==> src/rtl/i2s_pkg.sv <==
// Shared I2S/TDM constants: configuration code tables, reset defaults and the
// timer state encoding used by the transmitter, receiver and frame timer.
package i2s_pkg;

  typedef enum logic {
    ST_IDLE = 1'b0,
    ST_RUN  = 1'b1
  } state_t;

  localparam logic [1:0] WW_CODE_16 = 2'd0;
  localparam logic [1:0] WW_CODE_24 = 2'd1;
  localparam logic [1:0] WW_CODE_32 = 2'd2;

  localparam logic [2:0] TDM_CODE_2  = 3'd0;
  localparam logic [2:0] TDM_CODE_4  = 3'd1;
  localparam logic [2:0] TDM_CODE_8  = 3'd2;
  localparam logic [2:0] TDM_CODE_16 = 3'd3;

  localparam logic [5:0] RST_WORD_WIDTH = 6'd16;
  localparam logic [4:0] RST_SLOT_NUM   = 5'd2;
  localparam logic [9:0] RST_FRAME_BITS = 10'd32;

  // Reserved codes decode to zero so callers can detect them.
  function automatic logic [5:0] word_width_of(input logic [1:0] code);
    case (code)
      WW_CODE_16: word_width_of = 6'd16;
      WW_CODE_24: word_width_of = 6'd24;
      WW_CODE_32: word_width_of = 6'd32;
      default:    word_width_of = 6'd0;
    endcase
  endfunction

  function automatic logic [4:0] slot_num_of(input logic [2:0] code);
    case (code)
      TDM_CODE_2:  slot_num_of = 5'd2;
      TDM_CODE_4:  slot_num_of = 5'd4;
      TDM_CODE_8:  slot_num_of = 5'd8;
      TDM_CODE_16: slot_num_of = 5'd16;
      default:     slot_num_of = 5'd0;
    endcase
  endfunction

endpackage

==> src/rtl/tdm_cfg_decode.sv <==
// Registered decode of width/slot codes into word width, slot count and frame
// length; one-cycle latency, captures only on i_load and holds otherwise.
module tdm_cfg_decode
  import i2s_pkg::*;
#(
  parameter int MAX_SLOTS = 16
) (
  input  logic       i_clk,
  input  logic       i_rst,
  input  logic       i_load,
  input  logic [1:0] i_word_code,
  input  logic [2:0] i_tdm_code,
  output logic [5:0] o_word_width,
  output logic [4:0] o_slot_num,
  output logic [9:0] o_frame_bits,
  output logic       o_code_ok
);

  localparam logic [5:0] MAX_SN = 6'(MAX_SLOTS);

  logic [5:0] w_ww;
  logic [4:0] w_sn;
  logic [5:0] r_ww;
  logic [4:0] r_sn;
  logic [9:0] r_fb;
  logic       r_ok;

  assign w_ww = word_width_of(i_word_code);
  assign w_sn = slot_num_of(i_tdm_code);

  always_ff @(posedge i_clk) begin
    if (i_rst) begin
      r_ww <= RST_WORD_WIDTH;
      r_sn <= RST_SLOT_NUM;
      r_fb <= RST_FRAME_BITS;
      r_ok <= 1'b1;
    end else if (i_load) begin
      r_ww <= w_ww;
      r_sn <= w_sn;
      r_fb <= 10'(w_ww) * 10'(w_sn);
      r_ok <= (w_ww != 6'd0) && (w_sn != 5'd0) && ({1'b0, w_sn} <= MAX_SN);
    end
  end

  assign o_word_width = r_ww;
  assign o_slot_num   = r_sn;
  assign o_frame_bits = r_fb;
  assign o_code_ok    = r_ok;

endmodule

==> src/rtl/tdm_frame_timer.sv <==
// TDM/I2S frame timer: slot/bit counters, strobes and fsync advanced by bit_tick;
// configuration changes are held pending and only applied on a frame boundary.
module tdm_frame_timer
  import i2s_pkg::*;
#(
  parameter int MAX_SLOTS   = 16,
  parameter bit FSYNC_PULSE = 1'b0
) (
  input  logic                         clk,
  input  logic                         rst,
  input  logic                         enable,
  input  logic                         bit_tick,
  input  logic                         cfg_valid,
  output logic                         cfg_ready,
  input  logic [1:0]                   cfg_word_width,
  input  logic [2:0]                   cfg_tdm_num,
  output logic                         cfg_err,
  output logic [5:0]                   word_width_real,
  output logic [4:0]                   slot_num_real,
  output logic [9:0]                   frame_bits,
  output logic [$clog2(MAX_SLOTS)-1:0] slot_idx,
  output logic [4:0]                   bit_idx,
  output logic                         frame_start,
  output logic                         slot_start,
  output logic                         fsync
);

  localparam int SW = $clog2(MAX_SLOTS);

  state_t        r_state;
  logic          r_busy, r_dec_vld, r_first, r_err;
  logic [5:0]    r_ww;
  logic [4:0]    r_sn;
  logic [9:0]    r_fb;
  logic [SW-1:0] r_slot;
  logic [4:0]    r_bit;
  logic          r_frame_start, r_slot_start, r_fsync;

  logic          w_accept, w_have, w_reject, w_apply;
  logic          w_tick_run, w_last_bit, w_last_slot, w_wrap, w_nfsync;
  logic [5:0]    w_dec_ww;
  logic [4:0]    w_dec_sn, w_n_eff, w_nbit;
  logic [9:0]    w_dec_fb;
  logic          w_dec_ok;
  logic [SW-1:0] w_nslot;

  tdm_cfg_decode #(.MAX_SLOTS(MAX_SLOTS)) u_decode (
    .i_clk        (clk),
    .i_rst        (rst),
    .i_load       (w_accept),
    .i_word_code  (cfg_word_width),
    .i_tdm_code   (cfg_tdm_num),
    .o_word_width (w_dec_ww),
    .o_slot_num   (w_dec_sn),
    .o_frame_bits (w_dec_fb),
    .o_code_ok    (w_dec_ok)
  );

  assign w_accept = cfg_valid & ~r_busy;
  assign w_reject = r_dec_vld & ~w_dec_ok;
  // The decoder holds the pending values while busy, so no separate copy is kept.
  assign w_have   = r_busy & ~w_reject;

  assign w_tick_run  = (r_state == ST_RUN) & enable & bit_tick;
  assign w_last_bit  = (r_bit == 5'(r_ww - 6'd1));
  assign w_last_slot = (5'(r_slot) == (r_sn - 5'd1));
  assign w_wrap      = w_tick_run & ~r_first & w_last_bit & w_last_slot;
  assign w_apply     = w_have & ((r_state == ST_IDLE) | w_wrap);
  assign w_n_eff     = w_apply ? w_dec_sn : r_sn;

  // The first tick after enabling claims slot 0, bit 0 instead of advancing.
  always_comb begin
    w_nbit  = 5'd0;
    w_nslot = '0;
    if (!r_first) begin
      if (!w_last_bit) begin
        w_nbit  = r_bit + 5'd1;
        w_nslot = r_slot;
      end else if (!w_last_slot) begin
        w_nslot = r_slot + SW'(1);
      end
    end
  end

  assign w_nfsync = FSYNC_PULSE ? ((w_nbit == 5'd0) && (w_nslot == '0))
                                : (5'(w_nslot) < (w_n_eff >> 1));

  always_ff @(posedge clk) begin
    if (rst) begin
      r_state       <= ST_IDLE;
      r_busy        <= 1'b0;
      r_dec_vld     <= 1'b0;
      r_first       <= 1'b0;
      r_err         <= 1'b0;
      r_ww          <= RST_WORD_WIDTH;
      r_sn          <= RST_SLOT_NUM;
      r_fb          <= RST_FRAME_BITS;
      r_slot        <= '0;
      r_bit         <= 5'd0;
      r_frame_start <= 1'b0;
      r_slot_start  <= 1'b0;
      r_fsync       <= 1'b0;
    end else begin
      r_frame_start <= 1'b0;
      r_slot_start  <= 1'b0;
      r_dec_vld     <= w_accept;
      if (w_accept) r_busy <= 1'b1;
      else if (w_apply || w_reject) r_busy <= 1'b0;
      if (w_reject) r_err <= 1'b1;
      if (w_apply) begin
        r_ww <= w_dec_ww;
        r_sn <= w_dec_sn;
        r_fb <= w_dec_fb;
      end
      case (r_state)
        ST_IDLE: begin
          r_slot  <= '0;
          r_bit   <= 5'd0;
          r_fsync <= 1'b0;
          if (enable) begin
            r_state <= ST_RUN;
            r_first <= 1'b1;
          end
        end
        ST_RUN: begin
          if (!enable) begin
            r_state <= ST_IDLE;
            r_slot  <= '0;
            r_bit   <= 5'd0;
            r_fsync <= 1'b0;
          end else if (bit_tick) begin
            r_first       <= 1'b0;
            r_bit         <= w_nbit;
            r_slot        <= w_nslot;
            r_slot_start  <= (w_nbit == 5'd0);
            r_frame_start <= (w_nbit == 5'd0) && (w_nslot == '0);
            r_fsync       <= w_nfsync;
          end
        end
        default: r_state <= ST_IDLE;
      endcase
    end
  end

  assign cfg_ready       = ~r_busy;
  assign cfg_err         = r_err;
  assign word_width_real = r_ww;
  assign slot_num_real   = r_sn;
  assign frame_bits      = r_fb;
  assign slot_idx        = r_slot;
  assign bit_idx         = r_bit;
  assign frame_start     = r_frame_start;
  assign slot_start      = r_slot_start;
  assign fsync           = r_fsync;

endmodule

==> config.mk <==
export PLATFORM = sky130hd
export DESIGN_NAME = tdm_frame_timer
export DESIGN_NICKNAME = d
export VERILOG_FILES = /design/src/rtl/i2s_pkg.sv /design/src/rtl/tdm_cfg_decode.sv /design/src/rtl/tdm_frame_timer.sv
export SDC_FILE = /design/constraint.sdc
export NUM_CORES = 1
export LEC_CHECK = 0
export CAP_MARGIN = 0
export CORE_MARGIN = 2
export CORE_UTILIZATION = 51
export CTS_BUF_LIST = sky130_fd_sc_hd__clkbuf_2
export CTS_CLUSTER_SIZE = 40
export DETAILED_ROUTE_END_ITERATION = 16
export PLACE_DENSITY = 0.84
export SYNTH_ARGS = -nofsm -noshare
export SYNTH_HDL_FRONTEND = slang
export SYNTH_HIERARCHICAL = 1
export SYNTH_SLANG_ARGS = --single-unit
export TNS_END_PERCENT = 5
==> constraint.sdc <==
create_clock -name clk -period 3.35 [get_ports clk]
set_input_delay 0.8375 -clock clk [delete_from_list [all_inputs] [get_ports clk]]
set_output_delay 0.8375 -clock clk [all_outputs]
set_load 0.005 [all_outputs]
---- Word level (Yosys, flattened, before mapping) ----
Cells that the tools add are included.
operators by class
  add/sub/neg operators ................... 4
  multipliers ............................. 1
  order comparisons ....................... 2
  equal/unequal tests ..................... 11
  mux-type cells .......................... 24
  bitwise logic cells ..................... 17
  reductions and logical operators ........ 13
operators with widths
  cell                                                   count
  2-to-1 mux 5 bit                                       5
  2-to-1 mux 4 bit                                       5
  one-hot mux 5 bit (4 select lines)                     1
  one-hot mux 6 bit (3 select lines)                     1
  multiplier 6 x 5 -> 10 bit                             1
  one-hot mux 5 bit (2 select lines)                     1
  subtractor 5 x 1 -> 5 bit, second input constant       2
  AND 1 bit                                              9
  2-to-1 mux 1 bit                                       8
  one-hot mux 4 bit (2 select lines)                     1
  inverter 1 bit                                         7
  == test 3 x 2 -> 1 bit, second input constant          2
  inequality test 2 bit, second input constant           3
  nonzero test 6 bit                                     1
  adder 5 x 1 -> 5 bit, second input constant            1
  == test 4 x 5 -> 1 bit                                 1
  == test 5 bit                                          1
  less-or-equal comparator 5 bit, second input constant  1
  zero test 5 bit                                        1
  nonzero test 5 bit                                     1
  adder 4 x 1 -> 4 bit, second input constant            1
  zero test 4 bit                                        1
  < comparator 4 bit                                     1
  one-hot mux 1 bit (2 select lines)                     2
  other kinds (12)                                       14
storage, ports and cells
  flip-flop bits (word level) ............. 60
  bits of input ports ..................... 10
  output and inout port bits .............. 35
  logic and storage cells ................. 90

---- Longest topological paths before layout ----
Gate-level depths: netlist of run 1.
  depth after elaboration ................. 12
  gate-level depth with buffers ........... 14
  depth with buffers taken out ............ 13

---- Cells and area by module ----
The synthesis of run 1 kept the hierarchy.
modules (own cells, without submodules)
  module           instances  cells each  area each (um2)  seq. area each (um2)
  tdm_frame_timer  1          250         2095.8           760.7
  tdm_cfg_decode   1          104         918.4            280.3

---- Worst setup path before layout of run 1 ----
Ideal clock, no wire load.
  path type ............................... input to register
  from .................................... input cfg_tdm_num[0]
  to ...................................... register u_decode.r_fb[9] (netlist: u_decode/o_frame_bits[9])
  setup time .............................. 0.079 ns
  arrival ................................. 3.461 ns
  required time ........................... 3.271 ns
  slack ................................... -0.190 ns
  stages on the path ...................... 14
  cell sequence ........................... clkbuf_2 > nor2_1 > nand2_1 > nor2_1 > fa_1 > ha_1 > ha_1 > ha_1 > inv_1 > fa_1 > xnor2_1 > xnor2_1 > xnor2_1 > a211oi_2
between the ends
  word-level cells in the longest chain between the ends .. 3
  elaborated cells on any way between the ends .. 6
  classes of those cells .................. 1 x mul; 3 x eq/ne; 1 x mux; 1 x reduce/logical
ends and longest elaborated chain
  item                                                  line                   text
  start: declaration                                    tdm_frame_timer.sv:16  input logic [2:0] cfg_tdm_num,
  == test 3 x 2 -> 1 bit, or another cell as far along  i2s_pkg.sv:34          case (code)
  one-hot mux 5 bit (4 select lines) *                  i2s_pkg.sv:34
  multiplier 6 x 5 -> 10 bit *                          tdm_cfg_decode.sv:40   r_fb <= 10'(w_ww) * 10'(w_sn);
  end signal: assignment                                tdm_cfg_decode.sv:40
  end: declaration                                      tdm_cfg_decode.sv:25   logic [9:0] r_fb;
Every way passes the cells marked *; elsewhere a longest branch is shown, timed or not.
A chain may end at the register's enable or synchronous reset.

---- Final worst setup path of run 1 ----
  from .................................... register r_sn[1] (netlist: slot_num_real[1])
  to ...................................... register r_fsync (netlist: fsync)
between the ends
  word-level cells in the longest chain between the ends .. 10
  elaborated cells on any way between the ends .. 13
  classes of those cells .................. 1 x add/sub; 1 x order compare; 1 x eq/ne; 7 x mux; 3 x bitwise
ends and longest elaborated chain
  item                                  line                    text
  start: declaration                    tdm_frame_timer.sv:33   logic [4:0] r_sn;
  start signal: assignment              tdm_frame_timer.sv:112  r_sn <= w_dec_sn;
  subtractor 5 x 1 -> 5 bit             tdm_frame_timer.sv:66   assign w_last_slot = (5'(r_slot) == (r_sn - 5'd1));
  == test 4 x 5 -> 1 bit                tdm_frame_timer.sv:66
  AND 1 bit                             tdm_frame_timer.sv:67   assign w_wrap = w_tick_run & ~r_first & w_last_bit & w_last_slot;
  bitwise OR 1 bit                      tdm_frame_timer.sv:68   assign w_apply = w_have & ((r_state == ST_IDLE) | w_wrap);
  AND 1 bit                             tdm_frame_timer.sv:68
  2-to-1 mux 5 bit                      --
  < comparator 4 bit *                  tdm_frame_timer.sv:86   : (5'(w_nslot) < (w_n_eff >> 1));
  2-to-1 mux 1 bit *                    tdm_frame_timer.sv:131  end else if (bit_tick) begin
  2-to-1 mux 1 bit *                    tdm_frame_timer.sv:126  if (!enable) begin
  one-hot mux 1 bit (2 select lines) *  tdm_frame_timer.sv:115  case (r_state)
  end signal: assignment                tdm_frame_timer.sv:137  r_fsync <= w_nfsync;
  end: declaration                      tdm_frame_timer.sv:37   logic r_frame_start, r_slot_start, r_fsync;
Every way passes the cells marked *; elsewhere a longest branch is shown, timed or not. The select of a mux whose other input is x is not followed.

==> impl_metrics.py, run 1 <==
metrics = {
    "logic_synthesis": {
        "synth_ff_type": "dfxtp_1",
        "synth-async-reset-ratio": 0,
        "netlist_area_um2": 3010,
        "ys_ff_latch": 52,
        "yosysSeqAreaShare": 0.345,
        "syn_inst": 354,
        "avgSynthCellArea_um2": 8.51,
        "synth_edf_count": 0,
        "synth_warnings": 6,
        "synth_cell_types": 66,
    },
    "place": {
        "gp_congestion": 0.933,
        "port_buffers": 44,
        "place_inst": 465,
        "hpwl_um": 5080,
        "place_ws_ns": -0.699,
        "place_area_um2": 3560,
    },
    "pwr": {
        "ir_drop_mv": 0.236,
        "p_leak_nw": 1.39,
        "power_density_nw_per_um2": 296,
        "finalPower_mw": 1.08,
    },
    "timing": {
        "finClkSkew_ns": 0.0188,
        "post-route-period-util": 0.963,
        "setup_slack_ns": 0.125,
        "period_minus_slack_ns": 3.22,
        "maxSlewHeadroom": 0.438,
        "maxSlewViolCount": 0,
        "whs_ns": 0.474,
        "worst_pin_slew_ns": 0.843,
        "tns_ns": 0,
        "fmax_ghz": 0.310,
        "hold_viol": 0,
        "setup_viol": 0,
    },
    "critical_path": {
        "critPathKind": "reg2reg",
        "cp.arrival_ns": 3.59,
        "path_max_fanout": 9,
        "end_kind": "flop",
        "crit_slowest_cell": "o31a_2",
        "crit_path_start_kind": "flop",
        "required_ns": 3.72,
        "path_cells": "inv_1 > ha_1 > nor3b_2 > xnor2_1 > buf_4 > nand4_4 > o31a_2 > buf_4 > o21ai_0 > and2_1 > ha_1 > o21ai_0 > a22oi_1 > o22a_1 > o31ai_1",
        "slowest_delay_ns": 0.41,
    },
    "detailed_routing": {
        "drt_first_pass_iters": 5,
        "viasPerCell": 5.58,
        "post_drt_wl_per_cell_um": 14.5,
        "drc_errors": 0,
        "totalWireLength_um": 6860,
        "ant_nets": 0,
        "first_iter_violations": 196,
        "num_vias": 2641,
    },
    "clock_tree": {
        "cts_sinks": 52,
        "cts_tree": "built",
        "hold_buffers": 0,
        "h-tree-depth": 2,
        "path_clk_slew_ns": 0.25,
        "root_buffer": "clkbuf_2",
        "ctsLongestPathBuffers": 2,
        "cts-buffers-inserted": 5,
        "clock_latency_ns": 0.43,
    },
    "worst_hold_path": {
        "hold_path_class": "reg2reg",
    },
    "die": {
        "ioPinCount": 45,
        "rows": 27,
        "start_util": 0.537,
        "die_w_um": 80.9,
        "fp.dieH_um": 80.9,
        "dieArea_um2": 6540,
        "core-area_um2": 5610,
    },
    "grt": {
        "grt_pass1_wl_um": 11300,
        "grt_max_degree": 40,
        "antenna_found_initial": 0,
        "track_usage": 0.219,
        "grt_overflow_total": 0,
        "grt_pass1_vias": 2504,
    },
    "finish": {
        "post_route_cells_drive_above_1_share": 0.142,
        "final_cells": 473,
        "finalNetCount": 430,
        "fin_util": 0.648,
        "syn_to_final_growth_pct": 20.5,
        "final_area_um2": 3630,
        "num_antenna_cells": 0,
        "nFillCells": 487,
        "final_common_cell": "dfxtp_1",
        "final_cell_mix": "49 x dfxtp_1, 39 x clkdlybuf4s50_1, 33 x nand3_1",
    },
    "outcome": {
        "status": "complete, no violations",
    },
    "run": {
        "max_cap_violations": 0,
    },
}
[layout make-up]
type,instances,area [um^2],share of cell area
repair buffers,63,573,0.158
multi-input cells,264,1830,0.505
flip-flops and latches,52,1050,0.288
clock buffers,5,25.0,0.00689
clock inverters,2,7.51,0.00207
inverters,15,56.3,0.0155
well taps,72,90.1,0.0248
[metal layers]
layer	GRT usage	up-vias	share of wire
met4	0.0864	0	0.014
met1	0.269	1232	0.44
met3	0.0378	12	0.049
met5	0	-	0
met2	0.379	65	0.50
li1	-	1332	-
[Yosys cell counts, types with 2 or more instances]
cell	n	area share
a22oi_1	2	0.0050
fa_1	2	0.013
xor2_1	5	0.015
and2_1	4	0.0083
nor3_1	4	0.0066
a32oi_1	2	0.0058
a21o_1	2	0.0050
or4_1	2	0.0050
o21ai_1	9	0.015
nand3_1	33	0.055
nand2_1	21	0.026
buf_6	5	0.019
inv_1	15	0.019
a31oi_1	2	0.0042
nor2b_1	9	0.019
mux2i_1	3	0.010
buf_4	9	0.022
nor4_1	2	0.0042
o21ai_0	15	0.025
a21oi_1	31	0.051
clkbuf_1	10	0.012
and3_1	4	0.0083
ha_1	17	0.071
o31ai_1	3	0.0075
nor2_1	22	0.027
a211o_1	5	0.015
nor3b_1	4	0.010
nand2b_1	8	0.017
dfxtp_1	52	0.35
buf_2	4	0.0066
xnor2_1	13	0.038
[critical path: cells and delay by family (launching register included)]
family	cells	cell delay [ns]
buf+inv	3	0.40
fa+ha+maj	2	0.44
compound gates	6	1.20
flops	1	0.40
simple gates	3	0.59
xor+xnor	1	0.14
[final timing paths]
check	depth (start not counted)	from	endpoint	slack, ns
max	15	slot_num_real[1]$_SDFF_PP1_	fsync$_SDFFE_PP0P_	0.13
min	2	cfg_err$_SDFFE_PP0P_	cfg_err$_SDFFE_PP0P_	0.47
max reg2reg	15	slot_num_real[1]$_SDFF_PP1_	fsync$_SDFFE_PP0P_	0.13
min reg2reg	2	cfg_err$_SDFFE_PP0P_	cfg_err$_SDFFE_PP0P_	0.47
[sequential cells by signal, summed over array words and instances, names as in the netlist]
register and cells:
frame_bits 10, u_decode/o_frame_bits 6, word_width_real 6, bit_idx 5
slot_num_real 5, slot_idx 4, u_decode/o_slot_num 4, u_decode/o_word_width 3
cfg_err 1, frame_start 1, fsync 1, r_busy 1
r_dec_vld 1, r_first 1, r_state 1, slot_start 1
u_decode/o_code_ok 1
[power breakdown]
part           switching [mW]  internal [mW]  total, mW  leakage, nW
registers              0.0174          0.640      0.658        0.424
logic                   0.101         0.0878      0.189        0.944
clock network           0.186         0.0430      0.229       0.0239
[repair_timing]
action                                  in CTS  in global routing
pin swaps                                    6                  1
gates resized for setup                      9                 15
endpoints found under the setup margin       3                  2
buffers inserted                             1                  0
[cell families (layout without fill, tap and decap cells)]
group	after synthesis	after routing	share of synthesized area
AND/OR/NAND/NOR	123	123	0.214
AO/OA/AOI/OAI	92	92	0.208
flip-flops	52	52	0.345
buffers and inverters	45	85	0.0818
adder cells (fa/ha/maj)	19	19	0.0839
XOR/XNOR	18	18	0.0523
multiplexers	4	4	0.0137
other	1	8	0.00124
No activity file was read; power rests on OpenSTA's default activity.
==> run 2: changes to the inputs <==
Settings changed: ABC_AREA set to 1, CORE_UTILIZATION 51 to 50, PLACE_DENSITY 0.84 to 0.83.
==> run 2 against run 1 <==
  * Hold slack better by 0.0045 ns
  * Register-to-register slack better by 0.41 ns
  * Die area down 4.4%
  * Global-route usage down 1.4 points
  * Critical path type is now in2reg
  * Largest cell class unchanged
  * Highest routed layer unchanged
==> impl_metrics.py, run 2 <==
metrics = {
    "finish": {
        "final_common_cell": "nand2_1",
        "post_route_cells_drive_above_1_share": 0.102,
        "nFillCells": 499,
        "final_cell_mix": "88 x nand2_1, 54 x nor2_1, 52 x dfxtp_1",
        "regArea_um2": 1040,
        "num_antenna_cells": 0,
        "finalNetCount": 487,
        "final_cells": 531,
        "largest_register_ff_count": 10,
        "syn_to_final_growth_pct": 21.2,
        "multiInputGateArea_um2": 1470,
    },
    "critical_path": {
        "path_max_fanout": 3,
        "cp.arrival_ns": 3.55,
        "reg2reg_from": "slot_num_real[0]$_SDFFE_PP0N_",
        "crit_path_start_kind": "primary input",
        "reg2reg_slack_ns": 0.54,
        "rr_worst_depth": 16,
        "end_kind": "flop",
        "critPathKind": "in2reg",
        "worstReg2RegEnd": "fsync$_SDFFE_PP0P_",
        "required_ns": 3.75,
    },
    "worst_hold_path": {
        "min_from": "fsync$_SDFFE_PP0P_",
        "holdPathStages": 2,
        "hold_path_end": "fsync$_SDFFE_PP0P_",
        "hold_path_class": "reg2reg",
    },
    "logic_synthesis": {
        "syn_inst": 404,
        "ys_ff_latch": 52,
        "synth_edf_count": 0,
        "yosysSeqAreaShare": 0.369,
        "synth_area_leaders": "dfxtp_1 37%, nand2_1 12%, nor2_1 7.6%, ha_1 7.5%, inv_1 6.9%",
        "netlist.area_leader.share": 0.369,
        "netlist_area_um2": 2820,
        "synth_top_area_cell": "dfxtp_1",
        "post-synth-top-count-cell": "nand2_1",
        "synth_warnings": 6,
        "synth_ff_type": "dfxtp_1",
        "synth_cell_types": 31,
        "synth-async-reset-ratio": 0,
        "synthTopCellsByCount": "90 x nand2_1, 57 x nor2_1, 52 x dfxtp_1, 52 x inv_1, 29 x nand3_1",
        "avgSynthCellArea_um2": 6.98,
    },
    "die": {
        "die_w_um": 79.1,
        "start_util": 0.515,
        "dieArea_um2": 6250,
        "core-area_um2": 5470,
        "fp.dieH_um": 79.1,
        "rows": 27,
        "ioPinCount": 45,
    },
    "detailed_routing": {
        "ant_nets": 0,
        "post_drt_wl_per_cell_um": 11.3,
        "viasPerCell": 4.93,
        "num_vias": 2616,
        "drt_first_pass_iters": 4,
        "totalWireLength_um": 5980,
        "drc_errors": 0,
        "first_iter_violations": 81,
    },
    "run": {
        "max_cap_violations": 0,
    },
    "timing": {
        "worst_pin_slew_ns": 0.534,
        "fmax_ghz": 0.317,
        "setup_viol": 0,
        "post-route-period-util": 0.941,
        "tns_ns": 0,
        "setup_slack_ns": 0.197,
        "maxSlewViolCount": 0,
        "period_minus_slack_ns": 3.15,
        "maxSlewHeadroom": 0.643,
        "hold_viol": 0,
        "finClkSkew_ns": 0.0176,
        "rsz0062_at_grt": "no",
    },
    "pwr": {
        "p_leak_nw": 1.60,
        "finalPower_mw": 1.16,
        "ir_drop_mv": 0.168,
        "power_density_nw_per_um2": 339,
    },
    "clock_tree": {
        "path_clk_slew_ns": 0.27,
        "cts_sinks": 52,
        "ctsLongestPathBuffers": 2,
        "cts_tree": "built",
        "clock_latency_ns": 0.45,
        "cts-buffers-inserted": 5,
        "hold_buffers": 0,
        "root_buffer": "clkbuf_2",
        "h-tree-depth": 2,
    },
    "outcome": {
        "status": "complete, no violations",
    },
    "grt": {
        "grt_max_degree": 23,
        "grt_pass1_vias": 2410,
        "antenna_found_initial": 0,
        "grt_pass1_wl_um": 10400,
        "track_usage": 0.205,
        "grt_overflow_total": 0,
    },
    "place": {
        "place_ws_ns": -0.631,
        "place_inst": 522,
        "hpwl_um": 4640,
        "gp_congestion": 0.915,
        "port_buffers": 44,
    },
}
==> run 2: changes by cell type after synthesis, sizes merged, moves of 5 or more <==
| cell | change |
|---|---|
| nor2b | -9 |
| a211o | -5 |
| xnor2 | -12 |
| nand2b | -9 |
| clkbuf | -8 |
| o22ai | +6 |
| buf | -5 |
| nor2 | +38 |
| inv | +46 |
| nand2 | +70 |
| o21ai | +7 |
| a21oi | -17 |
==> run 2: what timing repair did <==
action | 4_1_cts | 5_1_grt
gates resized for setup | 12 | 2
pin swaps | 10 | 0
setup buffers | 1 | 0
setup endpoints to repair | 1 | 1
==> run 2: worst max-delay path by stage <==
stage / from / to / slack (ns)
4_1_cts: cfg_word_width[0] / u_decode/o_frame_bits[9]$_SDFFE_PP0P_ / 0.05
2_1_floorplan: cfg_tdm_num[1] / u_decode/o_frame_bits[9]$_SDFFE_PP0P_ / 0.03
3_3_place_gp: cfg_tdm_num[1] / u_decode/o_frame_bits[9]$_SDFFE_PP0P_ / -0.51
6_report: cfg_tdm_num[2] / u_decode/o_frame_bits[9]$_SDFFE_PP0P_ / 0.20
5_1_grt: cfg_tdm_num[1] / u_decode/o_frame_bits[9]$_SDFFE_PP0P_ / 0.07
3_5_place_dp: cfg_tdm_num[1] / u_decode/o_frame_bits[9]$_SDFFE_PP0P_ / -0.63
==> run 2: cell type report <==
class | count | area share
flip-flops and latches | 52 | 0.305
clock inverters | 3 | 0.00623
clock buffers | 5 | 0.00733
well taps | 72 | 0.0264
inverters | 62 | 0.0696
repair buffers | 57 | 0.157
multi-input cells | 280 | 0.429
==> run 2: worst max-delay path: stages <==
cell and delay, ns:
dlygate4sd2_1 0.28, inv_1 0.08, nand3_1 0.12, nor2_2 0.14
fa_1 0.41, ha_1 0.28, ha_1 0.28, ha_1 0.14
inv_1 0.05, fa_2 0.39, xnor2_2 0.15, nand2_1 0.09
nand2_1 0.06, nand2_1 0.05, nand3_1 0.06, nand2_1 0.09
inv_1 0.03
==> run 2: per-layer routing <==
layer | GRT usage | vias up | routed length, um | share of wire
met4 | 0.0569 | 0 | 89 | 0.015
met3 | 0.0375 | 10 | 293 | 0.049
li1 | - | 1376 | - | -
met2 | 0.360 | 65 | 2900 | 0.49
met5 | 0 | - | 0 | 0
met1 | 0.256 | 1165 | 2690 | 0.45
==> run 2: per-stage QoR <==
| stage | instance area, um^2 | util | hold WS (ns) |
|---|---|---|---|
| floorplan | 2850 | - | 0.427 |
| global placement | 3340 | 0.610 | 0.439 |
| detailed placement | 3340 | 0.610 | 0.442 |
| CTS | 3410 | 0.623 | 0.470 |
| global route | 3420 | 0.624 | 0.478 |
| finish | 3420 | 0.624 | 0.479 |
==> run 2: power by group <==
| part | switching [mW] | internal (mW) | leakage [nW] |
|---|---|---|---|
| Sequential | 0.0214 | 0.655 | 0.426 |
| Combinational | 0.120 | 0.0990 | 1.15 |
| Clock | 0.210 | 0.0529 | 0.0294 |
==> run 2: cells by family (layout without fill, tap and decap cells) <==
logic type / count (synthesis) / in the layout / share of synthesized area
other: 1 / 8 / 0.00133
AND/OR/NAND/NOR: 190 / 190 / 0.282
buffers and inverters: 79 / 127 / 0.130
XOR/XNOR: 4 / 4 / 0.0124
adder cells (fa/ha/maj): 19 / 19 / 0.0897
AO/OA/AOI/OAI: 59 / 59 / 0.115
flip-flops: 52 / 52 / 0.369
==> RTL change (flow settings as in run 1) <==
`MAX_SLOTS` is set to 16 in 2 places; all go to 32.
--- a/src/rtl/tdm_cfg_decode.sv
+++ b/src/rtl/tdm_cfg_decode.sv
@@ -3,7 +3,7 @@
 module tdm_cfg_decode
   import i2s_pkg::*;
 #(
-  parameter int MAX_SLOTS = 16
+  parameter int MAX_SLOTS = 32
 ) (
   input  logic       i_clk,
   input  logic       i_rst,
--- a/src/rtl/tdm_frame_timer.sv
+++ b/src/rtl/tdm_frame_timer.sv
@@ -3,7 +3,7 @@
 module tdm_frame_timer
   import i2s_pkg::*;
 #(
-  parameter int MAX_SLOTS   = 16,
+  parameter int MAX_SLOTS   = 32,
   parameter bit FSYNC_PULSE = 1'b0
 ) (
   input  logic                         clk,
Interface: changed (resized slot_idx); port bits go from 45 to 46. No check against the original RTL was run, so the function may have changed too.
==> RTL change against run 1 <==
Worst setup slack lost 0.077 ns; total power rose by 3.8%; wire length decreased by 8.1%; global-route usage is 1.4 points lower; synthesized cell count down 8.5%; sequential share of layout area is 0.66 points lower; final area is 3.9% higher; first-iteration DRC count shrank 49%; sequential cell count up 1; clock skew grew 0.014 ns; area after synthesis decreased by 2.2%; non-clock buffer count rose by 17; largest power group unchanged.
==> RTL change: results (changes against run 1) <==
first-pass GRT wire length=10.3 mm (-8.3%); status=finished, final reports clean; Yosys warnings=6 (unchanged); WHS=0.492 ns (+0.0182 ns); Non-clock buffer share=18.4% (+2.7 points); Final nets=424 (-1.4%); peak supply drop=0.196 mV (-17%); DRT Wirelength=6.31 mm (-8.1%); routed wl met3=296 um (-11%); GR Layer Usage met3=3.96% (+0.18 points); DP Area=3640 um2 (+2.2%); layout cell share with drive strength beyond 1=18.7% (+4.5 points); postcts setup bufs=0 (-1); dpl cells=457 (-1.7%); worst path arrival time=3.71 ns (+0.12 ns); grt met1 use=25.4% (-1.5 points); Setup Skew=0.0327 ns (+0.0140 ns); met2 usage=35.4% (-2.5 points); # port buffers=45 (+2.3%); Multi-In Gates=239 (-9.5%); flip-flop and latch count=53 (+1.9%); Seq/Total Area, Yosys=36.0% (+1.5 points); min-delay src=u_decode/o_frame_bits[4]$_SDFFE_PP0P_; top post-synthesis cells by count=dfxtp_1 (53), nor2_1 (49), mux2i_1 (31); Avg Synthesized Cell Area=9.10 um2 (+6.9%); sw power=318 uW (+4.7%); RR Startpoint=word_width_real[0]$_SDFFE_PP0N_; Hold Path Sink=u_decode/o_frame_bits[4]$_SDFFE_PP0P_; post-CTS sizing=16 (+7); WL met1=2.76 mm (-7.8%); Multi-input gate area=1820 um2 (-0.96%); endpoint class of the critical path=register; Worst-path clk slew=0.30 ns (+0.05 ns); top cells by area, synth=dfxtp_1 (36%), mux2i_1 (11%), ha_1 (7.2%); Critical Path Fanout Max=4 (-5); LEAKAGE=0.00168 uW (+21%); FILL cells=447 (-8.2%); Non-clock inverters=16 (+1); DRT iter0 DRCs=99 (-49%); dpl hpwl=4.70 mm (-7.6%); TritonRoute pass-1 iters=4 (-1); placer congestion estimate=0.905 (-3.1%); Clk Latency, worst-skew pair=0.46 ns (+0.03 ns); reg2reg setup slack=0.11 ns (-0.02 ns); Global Route Usage Sum=20.5% (-1.4 points); final period utilization=98.5% (+2.3 points); via count=2,461 (-6.8%); number of non-clock buffers in the layout=80 (+27%); crit path from=cfg_tdm_num[2]; Routed met2 length=3.12 mm (-9.0%); Post-Layout Cell Count=468 (-1.1%); vias in the first global route=2,290 (-8.5%); critical path endpoint=u_decode/o_frame_bits[9]$_SDFFE_PP0P_; register area=1060 um2 (+1.6%); largest net degree at the start of global routing=41 (+2.5%); clock-cell share of area=1.33% (+0.43 points); Reg2Reg Depth=14 (-1)
-- RTL change: changes by cell type after synthesis, moves of 4 or more --
| cell | before | now |
|---|---|---|
| nor2_1 | 22 | 49 |
| clkbuf_1 | 10 | 5 |
| mux2i_1 | 3 | 31 |
| o21ai_0 | 15 | 6 |
| a21oi_1 | 31 | 8 |
| buf_6 | 5 | 1 |
| nand3_1 | 33 | 9 |
| o21ai_1 | 9 | 0 |
| xnor2_1 | 13 | 8 |
-- RTL change: through the flow --
step / power [uW] / util [%] / worst slack [ns]
5_1_grt: 1170 / 68.2 / -0.0635
6_report: 1120 / 68.2 / 0.0486
3_3_place_gp: 840 / 65.7 / -0.778
4_1_cts: 1120 / 67.0 / 0.00527
3_5_place_dp: 845 / 65.7 / -0.847
2_1_floorplan: 782 / - / -0.251
-- RTL change: logic make-up after synthesis --
group                    after synthesis  share of synthesized area (%)
AND/OR/NAND/NOR                      125                           21.5
flip-flops                            53                           36.0
AO/OA/AOI/OAI                         40                           11.7
buffers and inverters                 39                           6.79
multiplexers                          31                           10.5
adder cells (fa/ha/maj)               19                           8.57
XOR/XNOR                              16                           4.75
other                                  1                          0.127
-- RTL change: worst max-delay path: stages --
cell	delay [ns]
buf_2	0.12
nand2b_4	0.14
or3_4	0.33
fa_1	0.51
inv_1	0.04
ha_1	0.26
ha_1	0.29
ha_2	0.19
fa_2	0.37
xnor2_2	0.14
xnor2_1	0.20
nor3_1	0.07
a211o_1	0.22
-- RTL change: power groups by stage --
stage | clock (uW) | sequential, uW | combinational [uW]
floorplan | 0 | 674 | 108
global placement | 0 | 676 | 164
detailed placement | 0 | 677 | 169
CTS | 283 | 666 | 170
global route | 313 | 670 | 191
finish | 276 | 667 | 174
